`src/rtl/riscv_ctrl_pkg.sv`:
```
// Shared encodings for the multicycle RV32I control path: FSM states,
// opcodes, immediate/ALU codes and datapath mux selects.
package riscv_ctrl_pkg;

  typedef enum logic [3:0] {
    S_FETCH,
    S_DECODE,
    S_MEM_ADR,
    S_MEM_READ,
    S_MEM_WB,
    S_MEM_WRITE,
    S_EXEC_R,
    S_EXEC_I,
    S_ALU_WB,
    S_BRANCH,
    S_JAL,
    S_JALR,
    S_JALR_J,
    S_LUI
  } state_e;

  localparam logic [6:0] OP_LOAD   = 7'b0000011;
  localparam logic [6:0] OP_STORE  = 7'b0100011;
  localparam logic [6:0] OP_R      = 7'b0110011;
  localparam logic [6:0] OP_IMM    = 7'b0010011;
  localparam logic [6:0] OP_BRANCH = 7'b1100011;
  localparam logic [6:0] OP_JAL    = 7'b1101111;
  localparam logic [6:0] OP_JALR   = 7'b1100111;
  localparam logic [6:0] OP_LUI    = 7'b0110111;

  localparam logic [2:0] IMM_I = 3'd0;
  localparam logic [2:0] IMM_S = 3'd1;
  localparam logic [2:0] IMM_B = 3'd2;
  localparam logic [2:0] IMM_U = 3'd3;
  localparam logic [2:0] IMM_J = 3'd4;

  localparam logic [2:0] ALU_ADD = 3'b000;
  localparam logic [2:0] ALU_SUB = 3'b001;
  localparam logic [2:0] ALU_AND = 3'b010;
  localparam logic [2:0] ALU_OR  = 3'b011;
  localparam logic [2:0] ALU_XOR = 3'b100;
  localparam logic [2:0] ALU_SLT = 3'b101;

  // FSM request to the ALU decoder: fixed add, fixed sub, or decode funct fields
  localparam logic [1:0] ALU_OP_ADD   = 2'b00;
  localparam logic [1:0] ALU_OP_SUB   = 2'b01;
  localparam logic [1:0] ALU_OP_FUNCT = 2'b10;

  localparam logic       ADR_PC     = 1'b0;
  localparam logic       ADR_RESULT = 1'b1;

  localparam logic [1:0] RES_ALUOUT    = 2'b00;
  localparam logic [1:0] RES_DATA      = 2'b01;
  localparam logic [1:0] RES_ALURESULT = 2'b10;
  localparam logic [1:0] RES_IMM       = 2'b11;

  localparam logic [1:0] SRCA_PC    = 2'b00;
  localparam logic [1:0] SRCA_OLDPC = 2'b01;
  localparam logic [1:0] SRCA_RS1   = 2'b10;

  localparam logic [1:0] SRCB_RS2  = 2'b00;
  localparam logic [1:0] SRCB_IMM  = 2'b01;
  localparam logic [1:0] SRCB_FOUR = 2'b10;

endpackage

```
`src/rtl/alu_decoder.sv`:
```
// ALU operation decoder: maps the FSM's alu_op request plus funct fields
// onto the 3-bit ALU control code.
module alu_decoder
  import riscv_ctrl_pkg::*;
#(
  parameter int ALU_CTRL_W = 3
) (
  input  logic [1:0]            alu_op,
  input  logic [2:0]            funct3,
  input  logic                  funct7_5,
  input  logic                  op5,
  output logic [ALU_CTRL_W-1:0] alu_control
);

  always_comb begin
    alu_control = ALU_ADD;
    case (alu_op)
      ALU_OP_SUB: alu_control = ALU_SUB;
      ALU_OP_FUNCT: begin
        case (funct3)
          // op5 separates R-type from OP-IMM so addi never subtracts
          3'b000:  alu_control = (op5 && funct7_5) ? ALU_SUB : ALU_ADD;
          3'b100:  alu_control = ALU_XOR;
          3'b110:  alu_control = ALU_OR;
          3'b111:  alu_control = ALU_AND;
          3'b010:  alu_control = ALU_SLT;
          default: alu_control = ALU_ADD;
        endcase
      end
      default: alu_control = ALU_ADD;
    endcase
  end

endmodule

```
`src/rtl/multicycle_controller.sv`:
```
// Main control FSM of the multicycle RV32I core (Moore state decode plus ALU decoder).
// Define MEM_WAIT_EN to add the mem_ready handshake on FETCH/MEM_READ/MEM_WRITE.
module multicycle_controller
  import riscv_ctrl_pkg::*;
#(
  parameter int ALU_CTRL_W = 3,
  parameter int IMM_SEL_W  = 3
) (
  input  logic                  clk,
  input  logic                  rst,
  input  logic [6:0]            op,
  input  logic [2:0]            funct3,
  input  logic                  funct7_5,
  input  logic                  zero,
  input  logic                  neg,
`ifdef MEM_WAIT_EN
  input  logic                  mem_ready,
`endif
  output logic                  pc_write,
  output logic                  adr_src,
  output logic                  mem_write,
  output logic                  ir_write,
  output logic                  reg_write,
  output logic [1:0]            result_src,
  output logic [1:0]            alu_src_a,
  output logic [1:0]            alu_src_b,
  output logic [ALU_CTRL_W-1:0] alu_control,
  output logic [IMM_SEL_W-1:0]  imm_src
);

  state_e     state_q, state_d;
  logic       mem_rdy;
  logic       pc_w, adr_s, mem_w, ir_w, reg_w;
  logic [1:0] res_s, src_a, src_b, alu_op;
  logic [2:0] imm_s;

`ifdef MEM_WAIT_EN
  assign mem_rdy = mem_ready;
`else
  assign mem_rdy = 1'b1;
`endif

  always_ff @(posedge clk or posedge rst) begin
    if (rst) state_q <= S_FETCH;
    else     state_q <= state_d;
  end

  always_comb begin
    state_d = state_q;
    pc_w    = 1'b0;
    adr_s   = ADR_PC;
    mem_w   = 1'b0;
    ir_w    = 1'b0;
    reg_w   = 1'b0;
    res_s   = RES_ALUOUT;
    src_a   = SRCA_PC;
    src_b   = SRCB_RS2;
    alu_op  = ALU_OP_ADD;
    imm_s   = IMM_I;
    case (state_q)
      S_FETCH: begin
        src_b = SRCB_FOUR;
        res_s = RES_ALURESULT;
        if (mem_rdy) begin
          ir_w    = 1'b1;
          pc_w    = 1'b1;
          state_d = S_DECODE;
        end
      end
      S_DECODE: begin
        src_a = SRCA_OLDPC;
        src_b = SRCB_IMM;
        if (op == OP_BRANCH)   imm_s = IMM_B;
        else if (op == OP_JAL) imm_s = IMM_J;
        case (op)
          OP_LOAD, OP_STORE: state_d = S_MEM_ADR;
          OP_R:              state_d = S_EXEC_R;
          OP_IMM:            state_d = S_EXEC_I;
          OP_BRANCH:         state_d = S_BRANCH;
          OP_JAL:            state_d = S_JAL;
          OP_JALR:           state_d = S_JALR;
          OP_LUI:            state_d = S_LUI;
          default:           state_d = S_FETCH;
        endcase
      end
      S_MEM_ADR: begin
        src_a   = SRCA_RS1;
        src_b   = SRCB_IMM;
        imm_s   = (op == OP_STORE) ? IMM_S : IMM_I;
        state_d = (op == OP_STORE) ? S_MEM_WRITE : S_MEM_READ;
      end
      S_MEM_READ: begin
        adr_s = ADR_RESULT;
        if (mem_rdy) state_d = S_MEM_WB;
      end
      S_MEM_WB: begin
        res_s   = RES_DATA;
        reg_w   = 1'b1;
        state_d = S_FETCH;
      end
      S_MEM_WRITE: begin
        adr_s = ADR_RESULT;
        if (mem_rdy) begin
          mem_w   = 1'b1;
          state_d = S_FETCH;
        end
      end
      S_EXEC_R: begin
        src_a   = SRCA_RS1;
        alu_op  = ALU_OP_FUNCT;
        state_d = S_ALU_WB;
      end
      S_EXEC_I: begin
        src_a   = SRCA_RS1;
        src_b   = SRCB_IMM;
        alu_op  = ALU_OP_FUNCT;
        state_d = S_ALU_WB;
      end
      S_ALU_WB: begin
        reg_w   = 1'b1;
        state_d = S_FETCH;
      end
      S_BRANCH: begin
        src_a  = SRCA_RS1;
        alu_op = ALU_OP_SUB;
        case (funct3)
          3'b000:  pc_w = zero;
          3'b001:  pc_w = ~zero;
          3'b100:  pc_w = neg;
          3'b101:  pc_w = ~neg;
          default: pc_w = 1'b0;
        endcase
        state_d = S_FETCH;
      end
      S_JAL, S_JALR_J: begin
        // PC <= ALUOut (target) while the ALU forms oldPC+4 for the link write
        src_a   = SRCA_OLDPC;
        src_b   = SRCB_FOUR;
        pc_w    = 1'b1;
        state_d = S_ALU_WB;
      end
      S_JALR: begin
        src_a   = SRCA_RS1;
        src_b   = SRCB_IMM;
        state_d = S_JALR_J;
      end
      S_LUI: begin
        imm_s   = IMM_U;
        res_s   = RES_IMM;
        reg_w   = 1'b1;
        state_d = S_FETCH;
      end
      default: state_d = S_FETCH;
    endcase
  end

  // Reset overrides the FETCH decode so strobes and selects are quiet while rst is high
  always_comb begin
    pc_write   = 1'b0;
    adr_src    = 1'b0;
    mem_write  = 1'b0;
    ir_write   = 1'b0;
    reg_write  = 1'b0;
    result_src = 2'b00;
    alu_src_a  = 2'b00;
    alu_src_b  = 2'b00;
    imm_src    = '0;
    if (!rst) begin
      pc_write   = pc_w;
      adr_src    = adr_s;
      mem_write  = mem_w;
      ir_write   = ir_w;
      reg_write  = reg_w;
      result_src = res_s;
      alu_src_a  = src_a;
      alu_src_b  = src_b;
      imm_src    = imm_s;
    end
  end

  alu_decoder #(
    .ALU_CTRL_W (ALU_CTRL_W)
  ) u_alu_decoder (
    .alu_op      (alu_op),
    .funct3      (funct3),
    .funct7_5    (funct7_5),
    .op5         (op[5]),
    .alu_control (alu_control)
  );

endmodule

```
`config.mk`:
```
export PLATFORM = sky130hd
export DESIGN_NAME = multicycle_controller
export DESIGN_NICKNAME = d
export VERILOG_FILES = /design/src/rtl/riscv_ctrl_pkg.sv /design/src/rtl/alu_decoder.sv /design/src/rtl/multicycle_controller.sv
export SDC_FILE = /design/constraint.sdc
export NUM_CORES = 1
export LEC_CHECK = 0
export ABC_AREA = 1
export ABC_CLOCK_PERIOD_IN_PS = 4260
export CORE_MARGIN = 2
export CORE_UTILIZATION = 43
export DETAILED_ROUTE_END_ITERATION = 10
export GPL_TIMING_DRIVEN = 1
export MAX_ROUTING_LAYER = met4
export PLACE_DENSITY = 0.87
export SLEW_MARGIN = 20
export SYNTH_ARGS = -nofsm -noshare
export SYNTH_HDL_FRONTEND = slang
export SYNTH_SLANG_ARGS = --single-unit
```
`constraint.sdc`:
```
create_clock -name clk -period 4.26 [get_ports clk]
set_input_delay 0.852 -clock clk [delete_from_list [all_inputs] [get_ports clk]]
set_output_delay 0.852 -clock clk [all_outputs]
set_load 0.01 [all_outputs]
```
==> impl_summary.txt <==
----------------------------------------------------
[Worst setup path]
  Category of the most critical setup path ... primary input to output pin
  Kind of end point of the critical path ... output pin
  Required time of the critical path ... around 3.4 ns
  Category of the worst setup path launch point ... primary input
  Maximum fanout along the worst path ... 11
  Signal arrival time at the worst endpoint ... approximately 2.7 ns

[Run status]
  Status ... finished, final reports clean

[Pwr]
  Flop pwr share ... 19.3%
  Int Pwr ... ~0.15 mW
  Total power consumption of the routed design ... 0.281 mW
  Leakage power figure ... roughly 0.45 nW
  Combinational share of power ... ~63%
  Power Dens Cells ... between 200 and 300 nW/um^2
  Worst ir drop on vdd ... roughly 0.15 mV
  Clock share of power ... between 10% and 20%
  Switching power summed over all nets ... 0.128 mW
  Net switching share of the total power ... a little under half

[Global route]
  GR Overflow Total ... 0
  Vias in the first global route ... approximately 790
  Global routing usage summed across all routing layers ... between 20% and 30%
  Largest net degree at the start of global routing ... 12
  Wire length of the first global-routing pass ... 3.04 mm
  Initial antenna violation count ... 0

[Synthesis]
  Count of different cell masters after synthesis ... 24
  Synth Register Bits ... 4
  Fraction of the yosys area taken by sequential cells ... 15.3%
  Yosys warns ... 0
  Avg Inst Size Synth ... 5.60 sq um
  Area of the mapped netlist ... approximately 660 sq um
  Net Count, Synth ... between 100 and 150
  Cells after synthesis ... about 120

[Place]
  Total half-perimeter wirelength after legalization and detailed placement ... 1.58 mm
  Port Buffers ... 31
  GP Congestion ... about 0.88
  Minimum setup slack after placement ... 0.694 ns

[Finish]
  Final Net Count ... approximately 170
  Largest registers ... state_q x4
  Area added between synthesis and finish ... 53.2%
  Area taken by flip-flops and latches ... ~100 sq um
  Filler Cells Inserted ... 127
  Area of the multi-input gates ... between 400 and 500 sq um
  Max FFs per register ... 4
  Register with the highest flop count ... state_q
  Util after Layout ... between 60% and 70%
  Fraction of layout cells with a size suffix above 1 ... between 10 and 15%
  Final antenna diode count ... 0

[Clock network]
  Largest buffer count on any clock path ... 2
  CTS tree ... built
  Hold buffer count at cts ... 0
  CTS buffer count ... 3
  Insertion delay to the later sink of the worst-skew pair ... 0.25 ns
  Number of gates resized after cts ... 0
  Clock-pin slew of the registers on the worst-case setup and hold paths ... around 0.040 ns
  Post-CTS Repair Setup Buffers ... 0
  Root Buffer ... clkbuf_4
  H-tree Lvls ... 1
  CTS sink cnt ... 4

[Timing]
  Final Cycle Share ... between 80% and 90%
  Setup violators final ... 0
  Highest clock rate ... around 0.28 GHz
  Slew at the pin closest to its max-slew limit ... ~0.38 ns
  Normalized max-slew margin ... about three quarters
  Total Negative Setup Slacks ... 0 ns
  RSZ-0062 raised after global routing ... false
  Clk_skew ... 0.00626 ns
  Hold Slack ... approximately 0.69 ns
  Clock period minus worst slack ... between 3 and 4 ns
  Crit path setup slack, layout ... around 0.67 ns
  Total count of max-transition violations in the final report ... 0
  Final Hold Violating Endpoints ... 0

[Hold path]
  Worst min-delay path class ... flip-flop to flip-flop

[Route]
  Per-cell via count in the routed design ... ~5.2
  Per-cell routed wire length ... between 10 and 15 microns
  First DRT Iteration DRCs ... 14
  Count of nets left with antenna violations after detail routing ... 0
  Vias post-DR ... 867
  DRC violation count after routing ... 0
  Final routed wirelength across all metal layers ... roughly 1.9 mm
  Number of iterations in the first detailed-routing pass ... 4

[Die]
  Area of the die ... between 1500 and 2000 sq um
  Total number of placement rows ... 14
  Number of top-level design ports ... 32
  Core Area ... roughly 1500 sq um
  Chip Width ... between 40 and 50 microns
  Die Height ... roughly 43 microns
  Effective utilization at floorplan ... around 45%

[Flow run]
  Max Cap Viol ... 0

----------------------------------------------------
==> cell usage in the layout, fill, tap and decap left out <==
| cell type | netlist | final |
|---|---|---|
| o21ai_2 | 3 | 3 |
| inv_1 | 16 | 16 |
| o31ai_1 | 1 | 1 |
| clkdlybuf4s50_1 | 0 | 31 |
| nand2_1 | 26 | 26 |
| clkbuf_4 | 0 | 3 |
| o21ai_0 | 6 | 6 |
| nor3_2 | 1 | 1 |
| nand2_2 | 2 | 2 |
| o21ai_1 | 3 | 3 |
| a21oi_1 | 5 | 5 |
| nor2_4 | 2 | 2 |
| nand4_1 | 1 | 1 |
| xnor2_1 | 1 | 1 |
| nor3_1 | 5 | 5 |
| a31oi_1 | 1 | 1 |
| dfrtp_1 | 4 | 4 |
| nand3_1 | 10 | 10 |
| nor2_1 | 12 | 12 |
| o211ai_1 | 2 | 2 |
| ha_1 | 2 | 2 |
| nor2_2 | 4 | 4 |
| nor4_1 | 1 | 1 |
| and2_1 | 1 | 1 |
| inv_2 | 7 | 7 |
==> cell usage after synthesis <==
master	count	area, sq um
clkbuf_1	1	3.75
nor2_2	4	25.0
nor3_1	5	25.0
inv_1	16	60.1
a21oi_1	5	25.0
o21ai_0	6	30.0
xnor2_1	1	8.76
o211ai_1	2	15.0
a31oi_1	1	6.26
o31ai_1	1	7.51
nor4_1	1	6.26
nor2_1	12	45.0
nand4_1	1	6.26
o21ai_1	3	15.0
dfrtp_1	4	100
nor2_4	2	22.5
inv_2	7	26.3
and2_1	1	6.26
o21ai_2	3	26.3
nand2_1	26	97.6
nand3_1	10	50.1
ha_1	2	25.0
nor3_2	1	10.0
nand2_2	2	12.5
==> final cells by class <==
cell class              instances  area share [%]
inverters                      23            8.59
flip-flops and latches          4            9.96
repair buffers                 31            30.9
well taps                      16            1.99
multi-input cells              89            46.3
clock buffers                   3            2.24
==> critical path, stage by stage <==
cell,delay [ns]
clkdlybuf4s50_1,0.60
inv_1,0.32
nand3_1,0.26
o21ai_1,0.15
clkdlybuf4s50_1,0.55
==> layer usage <==
layer | GRT usage (%) | vias up | part of all wire (%)
met5 | - | - | 0
met4 | 9.09 | 0 | 1.1
met2 | 42.7 | 34 | 55
li1 | - | 443 | -
met1 | 22.3 | 387 | 39
met3 | 1.28 | 3 | 4.9
==> through the flow <==
stage | instances | cell area, sq um
floorplan | 117 | 656
global placement | 163 | 982
detailed placement | 163 | 982
CTS | 166 | 1000
global route | 166 | 1000
finish | 166 | 1000
==> worst paths after layout <==
kind                                       from                   end  slack, ns  cells after the start
max                                         rst         result_src[1]       0.67                      5
min                        state_q[3]$_DFF_PP0_  state_q[0]$_DFF_PP0_       0.69                      3
max reg2reg                state_q[2]$_DFF_PP0_  state_q[1]$_DFF_PP0_       3.11                      5
min reg2reg                state_q[3]$_DFF_PP0_  state_q[0]$_DFF_PP0_       0.69                      3
max in group asynchronous                   rst  state_q[2]$_DFF_PP0_       2.90                      2
min in group asynchronous                   rst  state_q[3]$_DFF_PP0_       1.14                      2
==> cells by family after synthesis <==
kind of cell             count (synthesis)  synth area share (%)
AO/OA/AOI/OAI                           21                  19.1
buffers and inverters                   24                  13.7
AND/OR/NAND/NOR                         65                  46.8
flip-flops                               4                  15.3
adder cells (fa/ha/maj)                  2                  3.82
XOR/XNOR                                 1                  1.34
==> power by group through the flow <==
stage | clock [mW] | combinational (mW) | sequential, mW
2_1_floorplan | 0 | 0.100 | 0.0522
3_5_place_dp | 0 | 0.174 | 0.0545
3_3_place_gp | 0 | 0.171 | 0.0533
6_report | 0.0507 | 0.176 | 0.0542
5_1_grt | 0.0510 | 0.192 | 0.0545
4_1_cts | 0.0481 | 0.174 | 0.0540
Power figures use the tool's default switching activity.
